$ cat src/rtl/tpu_psum_writeback_if.sv
// rtl/tpu_psum_writeback_if.sv - buffer P access port between drain stage and global buffer
interface tpu_psum_writeback_if #(
    parameter int ARRAY_DIM  = 8,
    parameter int DATA_WIDTH = 16,
    parameter int ADDR_WIDTH = 16
);
    logic                            enp_o;
    logic                            wep_o;
    logic [ADDR_WIDTH-1:0]           addrp_o;
    logic [ARRAY_DIM*DATA_WIDTH-1:0] wordp_o;
    logic [ARRAY_DIM*DATA_WIDTH-1:0] wordp_i;

    modport master (output enp_o, output wep_o, output addrp_o, output wordp_o, input wordp_i);
    modport slave  (input enp_o, input wep_o, input addrp_o, input wordp_o, output wordp_i);
endinterface

$ cat src/rtl/tpu_psum_writeback.sv
// rtl/tpu_psum_writeback.sv - snapshot PE column results and drain them to buffer P
// Overwrite or read-modify-write accumulate with per-lane mask and signed saturation.
module tpu_psum_writeback #(
    parameter int ARRAY_DIM  = 8,
    parameter int DATA_WIDTH = 16,
    parameter int ADDR_WIDTH = 16
) (
    input  logic                                      clk_i,
    input  logic                                      rst_i,
    input  logic                                      start_i,
    input  logic                                      acc_i,
    input  logic [ARRAY_DIM*ARRAY_DIM*DATA_WIDTH-1:0] cols_i,
    input  logic [ADDR_WIDTH-1:0]                     rows_i,
    input  logic [ARRAY_DIM-1:0]                      lane_mask_i,
    input  logic [ADDR_WIDTH-1:0]                     base_addrp_i,
    output logic                                      busy_o,
    output logic                                      done_o,
    output logic                                      sat_o,
    tpu_psum_writeback_if.master                      p_bus
);
    localparam int WW = ARRAY_DIM * DATA_WIDTH;
    localparam int DW = DATA_WIDTH;
    localparam int CW = (ARRAY_DIM > 1) ? $clog2(ARRAY_DIM) : 1;
    localparam int RW = CW + 1;

    localparam logic [2:0] S_IDLE = 3'd0;
    localparam logic [2:0] S_WR   = 3'd1;
    localparam logic [2:0] S_RD   = 3'd2;
    localparam logic [2:0] S_ACC  = 3'd3;
    localparam logic [2:0] S_DONE = 3'd4;

    logic [2:0]                     r_state;
    logic [ARRAY_DIM*WW-1:0]        r_cols;
    logic                           r_acc;
    logic [ARRAY_DIM-1:0]           r_mask;
    logic [ADDR_WIDTH-1:0]          r_base;
    logic [RW-1:0]                  r_rows;
    logic [CW-1:0]                  r_col_idx;
    logic                           r_sat;

    logic [RW-1:0]                  w_rows_clamped;
    logic [WW-1:0]                  w_col;
    logic [ADDR_WIDTH-1:0]          w_addr;
    logic                           w_last;
    logic                           w_active;
    logic [WW-1:0]                  w_wdata;
    logic [ARRAY_DIM-1:0]           w_sat_lane;

    assign w_rows_clamped = (rows_i > ADDR_WIDTH'(ARRAY_DIM)) ? RW'(ARRAY_DIM) : rows_i[RW-1:0];
    assign w_col          = r_cols[r_col_idx*WW +: WW];
    assign w_addr         = r_base + ADDR_WIDTH'(r_col_idx);
    assign w_last         = ({1'b0, r_col_idx} == (r_rows - RW'(1)));
    assign w_active       = (r_state == S_WR) || (r_state == S_RD) || (r_state == S_ACC);

    // Per-lane write data; the one-bit-wider sum exposes signed overflow in its top two bits.
    for (genvar l = 0; l < ARRAY_DIM; l++) begin : g_lane
        logic [DW-1:0] w_src;
        logic [DW-1:0] w_old;
        logic [DW:0]   w_sum;
        logic          w_ovf;
        logic [DW-1:0] w_accv;

        assign w_src  = w_col[l*DW +: DW];
        assign w_old  = p_bus.wordp_i[l*DW +: DW];
        assign w_sum  = {w_old[DW-1], w_old} + {w_src[DW-1], w_src};
        assign w_ovf  = w_sum[DW] ^ w_sum[DW-1];
        assign w_accv = w_ovf ? (w_sum[DW] ? {1'b1, {(DW-1){1'b0}}} : {1'b0, {(DW-1){1'b1}}})
                              : w_sum[DW-1:0];
        assign w_sat_lane[l] = r_mask[l] & w_ovf;
        assign w_wdata[l*DW +: DW] =
            (r_state == S_WR)  ? (r_mask[l] ? w_src  : '0)    :
            (r_state == S_ACC) ? (r_mask[l] ? w_accv : w_old) : '0;
    end

    assign p_bus.enp_o   = w_active;
    assign p_bus.wep_o   = (r_state == S_WR) || (r_state == S_ACC);
    assign p_bus.addrp_o = w_active ? w_addr : '0;
    assign p_bus.wordp_o = w_wdata;
    assign busy_o        = w_active;
    assign done_o        = (r_state == S_DONE);
    assign sat_o         = r_sat;

    always_ff @(posedge clk_i) begin
        if (rst_i) begin
            r_state   <= S_IDLE;
            r_cols    <= '0;
            r_acc     <= 1'b0;
            r_mask    <= '0;
            r_base    <= '0;
            r_rows    <= '0;
            r_col_idx <= '0;
            r_sat     <= 1'b0;
        end else begin
            case (r_state)
                S_IDLE: begin
                    if (start_i) begin
                        r_cols    <= cols_i;
                        r_acc     <= acc_i;
                        r_mask    <= lane_mask_i;
                        r_base    <= base_addrp_i;
                        r_rows    <= w_rows_clamped;
                        r_col_idx <= '0;
                        r_sat     <= 1'b0;
                        if (w_rows_clamped == '0) r_state <= S_DONE;
                        else                      r_state <= acc_i ? S_RD : S_WR;
                    end
                end
                S_WR: begin
                    if (w_last) r_state <= S_DONE;
                    else        r_col_idx <= r_col_idx + CW'(1);
                end
                S_RD: r_state <= S_ACC;
                S_ACC: begin
                    if (|w_sat_lane) r_sat <= 1'b1;
                    if (w_last) begin
                        r_state <= S_DONE;
                    end else begin
                        r_state   <= S_RD;
                        r_col_idx <= r_col_idx + CW'(1);
                    end
                end
                S_DONE:  r_state <= S_IDLE;
                default: r_state <= S_IDLE;
            endcase
        end
    end
endmodule

$ cat src/flat_wrapper.sv
// flat-port wrapper written by rule: the top's interface ports become plain ports
module tpu_psum_writeback_flat 
#(
    parameter int ARRAY_DIM  = 8,
    parameter int DATA_WIDTH = 16,
    parameter int ADDR_WIDTH = 16
)
  (clk_i, rst_i, start_i, acc_i, cols_i, rows_i, lane_mask_i, base_addrp_i, busy_o, done_o, sat_o, p_bus_enp_o, p_bus_wep_o, p_bus_addrp_o, p_bus_wordp_o, p_bus_wordp_i);
  tpu_psum_writeback_if #(.ARRAY_DIM(ARRAY_DIM), .DATA_WIDTH(DATA_WIDTH), .ADDR_WIDTH(ADDR_WIDTH)) p_bus_i ();
  input  logic clk_i;
  input  logic rst_i;
  input  logic start_i;
  input  logic acc_i;
  input  logic [ARRAY_DIM*ARRAY_DIM*DATA_WIDTH-1:0] cols_i;
  input  logic [ADDR_WIDTH-1:0] rows_i;
  input  logic [ARRAY_DIM-1:0] lane_mask_i;
  input  logic [ADDR_WIDTH-1:0] base_addrp_i;
  output logic busy_o;
  output logic done_o;
  output logic sat_o;
  output wire logic [$bits(p_bus_i.enp_o)-1:0] p_bus_enp_o;
  output wire logic [$bits(p_bus_i.wep_o)-1:0] p_bus_wep_o;
  output wire logic [$bits(p_bus_i.addrp_o)-1:0] p_bus_addrp_o;
  output wire logic [$bits(p_bus_i.wordp_o)-1:0] p_bus_wordp_o;
  input wire logic [$bits(p_bus_i.wordp_i)-1:0] p_bus_wordp_i;
  assign p_bus_enp_o = p_bus_i.enp_o;
  assign p_bus_wep_o = p_bus_i.wep_o;
  assign p_bus_addrp_o = p_bus_i.addrp_o;
  assign p_bus_wordp_o = p_bus_i.wordp_o;
  assign p_bus_i.wordp_i = p_bus_wordp_i;
  tpu_psum_writeback #(.ARRAY_DIM(ARRAY_DIM), .DATA_WIDTH(DATA_WIDTH), .ADDR_WIDTH(ADDR_WIDTH)) u_core (.clk_i(clk_i), .rst_i(rst_i), .start_i(start_i), .acc_i(acc_i), .cols_i(cols_i), .rows_i(rows_i), .lane_mask_i(lane_mask_i), .base_addrp_i(base_addrp_i), .busy_o(busy_o), .done_o(done_o), .sat_o(sat_o), .p_bus(p_bus_i));
endmodule
$ cat config.mk
export PLATFORM = sky130hd
export DESIGN_NAME = tpu_psum_writeback_flat
export DESIGN_NICKNAME = d
export VERILOG_FILES = /design/src/rtl/tpu_psum_writeback_if.sv /design/src/rtl/tpu_psum_writeback.sv /design/src/flat_wrapper.sv
export SDC_FILE = /design/constraint.sdc
export NUM_CORES = 2
export LEC_CHECK = 0
export ABC_CLOCK_PERIOD_IN_PS = 6800
export CORE_AREA = 2 2 525 527
export CTS_CLUSTER_DIAMETER = 30
export DETAILED_ROUTE_END_ITERATION = 10
export DIE_AREA = 0 0 527 529
export GPL_TIMING_DRIVEN = 0
export HOLD_SLACK_MARGIN = 0.06
export PLACE_DENSITY = 0.37
export SYNTH_ARGS = -nofsm -noshare
export SYNTH_HDL_FRONTEND = slang
export SYNTH_SLANG_ARGS = --single-unit
$ cat constraint.sdc
create_clock -name clk_i -period 6.8 [get_ports clk_i]
set_input_delay 1.7 -clock clk_i [delete_from_list [all_inputs] [get_ports clk_i]]
set_output_delay 1.7 -clock clk_i [all_outputs]
set_load 0.01 [all_outputs]
==> reports/qor.txt <==
Initial antenna violation count = 158
Critical path peak fanout = 6
Post-synthesis net count = 7907
Post-synthesis cell area = 0.0529 mm²
Slowest stage cell on the critical path = mux4_2
CORE AREA = 0.273 mm²
Worst EP required = 5.10 ns
Number of nets in the layout = 10000
Crit path launch type = register
Root buffer cell = clkbuf_16
Delay-heaviest family, CP = buffers and inverters
Status = complete, but fails checks
Failing checks = setup timing
CTS tree = built
Final period utilization = 106%
Hold Path End = u_core.r_cols[782]
Period minus WS final = 7.23 ns
Worst-Skew Late Latency = 0.94 ns
DR vias/cell = 4.85
IO buf count = 1343
Area Overhead vs Synth = 75.5%
Worst slack, placed = -2.90 ns
CP peak stage delay = 0.54 ns
H-Tree Depth = 5
Grt total ovfl = 0
Max_slew headroom = 7.53%
RSZ-0062 raised after global routing = yes
Reg2reg setup slack = 1.39 ns
Vias in the first global route = 61700
Setup violators final = 119
Critical path depth = 20
Fmax = 138 MHz
Power density over cell area = 312 mW/mm²
Worst R2R Path Depth = 21
Max-cap violations = 0
Final instance area = 0.0928 mm²
Routed WL = 431000 µm
Cts hold-fix bufs = 0
Dominant cells by area after synthesis = dfxtp_1 (40%), nand2_1 (16%), a21oi_1 (13%)
Fin. Hold Viols = 0
Initial Util = 19.4%
Setup ws final = -0.428 ns
GRT Util Overall = 29.6%
Critical path cell sequence = clkbuf_16, clkbuf_16, buf_16, buf_6, buf_6, mux4_2, mux2_4, ha_4, o21ai_2, nor2_2, o211ai_1, buf_4, or4_4, a31oi_4, nand2b_4, buf_12, buf_4, o21ai_2, a21oi_4, buf_6
Top-count cell post-synth = nand2_1
Largest net degree at the start of global routing = 17
Die Y = 529 µm
Hold path cells = 2
Worst-Margin Slew = 1.39 ns
Routed len/inst = 34.1 µm
Post-synth top area share = 40.1%
Antenna Violating Nets Remaining = 0
Yosys cell types = 81
Hold Startpoint = u_core.r_cols[782]
Via count = 61300
DRC errors left = 0
Clock tree buffer depth = 4
GP Congestion = 0.893
Worst setup EP type = output port
Synth area leader = dfxtp_1
Pins Over Slew Limit = 0
WHS = 0.446 ns
Yosys warns = 0
FF-to-FF Start = u_core.r_col_idx[0]
Post-DP HPWL = 341000 µm
CP dominant cell by count = buf_6
DP Area = 0.0720 mm²
Hold Crit Class = register to register
Asr flop ratio synth = 0%
CTS Sinks = 1059
#FFs+latches synth = 1059
Predominant post-synthesis flop cell = dfxtp_1
Die span in x = 527 µm
Post-synth EDFFs = 0
First-pass GRT wire length = 556000 µm
Clock skew = 0.102 ns
DR iter-0 viols = 4744
Row count = 192
CTS buffer count = 333
VDD IR max = 0.226 mV
Commonest cells post-synth = nand2_1 (2280), a21oi_1 (1338), dfxtp_1 (1059), clkbuf_1 (454), mux4_2 (256)
Number of I/O pins = 1345
P_leak = 0.0339 µW
Share of cells above drive strength 1 = 24.3%
Die area = 0.279 mm²
Arr. time, crit path = 5.53 ns
Critical Setup Path Class = register to output port
Syn_area_per_cell = 8.05 µm²
Reg clk slew, reported paths = 0.04 ns
Register area share after synthesis = 40.1%
Mapped Cells = 6569
CP Buf/Inv Count = 9
1st-pass router iterations = 6
R2R Path End = u_core.sat_o
state kept, by name (all words and copies together) (netlist names):
signal	flops
u_core.r_col_idx	3
u_core.r_state	3
u_core.sat_o	1
u_core.r_mask	8
u_core.r_cols	1024
u_core.r_base	16
u_core.r_rows	4
power breakdown:
part / internal [µW] / switching [µW] / leakage, µW
sequential: 6730 / 292 / 0.00867
combinational: 2800 / 3870 / 0.0198
clock: 10700 / 4580 / 0.00546
per-layer routing:
metal	global-route usage, %	routed length [µm]	vias up
met5	0	406	-
met4	11.6	17300	62
met3	6.99	29500	688
met2	49.2	203000	2687
met1	36.8	181000	30700
li1	-	-	27200
stage by stage:
stage          setup TNS, ns  power (µW)  util, %  std cells
2_1_floorplan              0        9420        -       6569
3_3_place_gp         -527.59       12300     26.0      11500
3_5_place_dp         -290.65       12400     26.4      11500
4_1_cts               -39.29       28800     33.0      12400
5_1_grt               -42.69       29900     34.0      12600
6_report              -25.58       29000     34.0      12600
worst max path at each step:
stage	endpoint	slack [ns]	from
4_1_cts	p_bus_wordp_o[43]	-0.54	u_core.r_col_idx[0]
5_1_grt	p_bus_wordp_o[43]	-0.52	u_core.r_col_idx[0]
3_5_place_dp	p_bus_wordp_o[44]	-2.90	u_core.r_col_idx[0]
6_report	p_bus_wordp_o[46]	-0.43	u_core.r_col_idx[0]
3_3_place_gp	p_bus_wordp_o[112]	-4.71	u_core.r_col_idx[0]
2_1_floorplan	p_bus_wordp_o[81]	0.54	u_core.r_col_idx[0]
worst min-delay path: cells and delay by family, from the launching register on:
family / cells / cell delay [ns]
flip-flops: 1 / 0.30
AO/OA/AOI/OAI: 1 / 0.05
AND/OR/NAND/NOR: 1 / 0.05
final cells by class:
class	count	area, µm²
Buffer	483	2910
Multi-Input combinational cell	4971	33900
Antenna cell	70	175
Inverter	45	169
Clock inverter	120	1450
Fill cell	28400	180000
Clock buffer	466	9630
Sequential cell	1059	21200
Tap cell	3589	4490
Timing Repair Buffer	1814	18900
cell usage in the layout, fill, tap and decap left out, drive strengths merged, types with 24 or more instances in the layout:
cell / instances
a211oi: 30
a21o: 37
a21oi: 1338
buf: 634
bufinv: 27
clkbuf: 914
clkdlybuf4s50: 1215
clkinv: 65
dfxtp: 1059
diode: 70
ha: 133
inv: 57
mux2: 131
mux4: 256
nand2: 2282
nand3: 50
nor2: 110
nor3: 31
o21ai: 178
o21bai: 24
xnor2: 75
xor2: 36
logic make-up after synthesis:
group	count (synthesis)	synth area share, %
buffers and inverters	540	3.92
DFF	1059	40.1
adders and majority gates	146	3.56
muxes	392	13.8
xor gates and xnor gates	111	1.84
AOI/OAI and AO/OA	1744	17.8
and+or+nand+nor	2577	19.0
what timing repair did:
item / CTS / global route
resized for setup: 1729 / 402
buffers inserted: 292 / 139
pin swaps: 224 / 229
hold endpoints to repair: 0 / 0
endpoints found under the setup margin: 129 / 128
cloned: 14 / 1
Power figures use the tool's default switching activity.
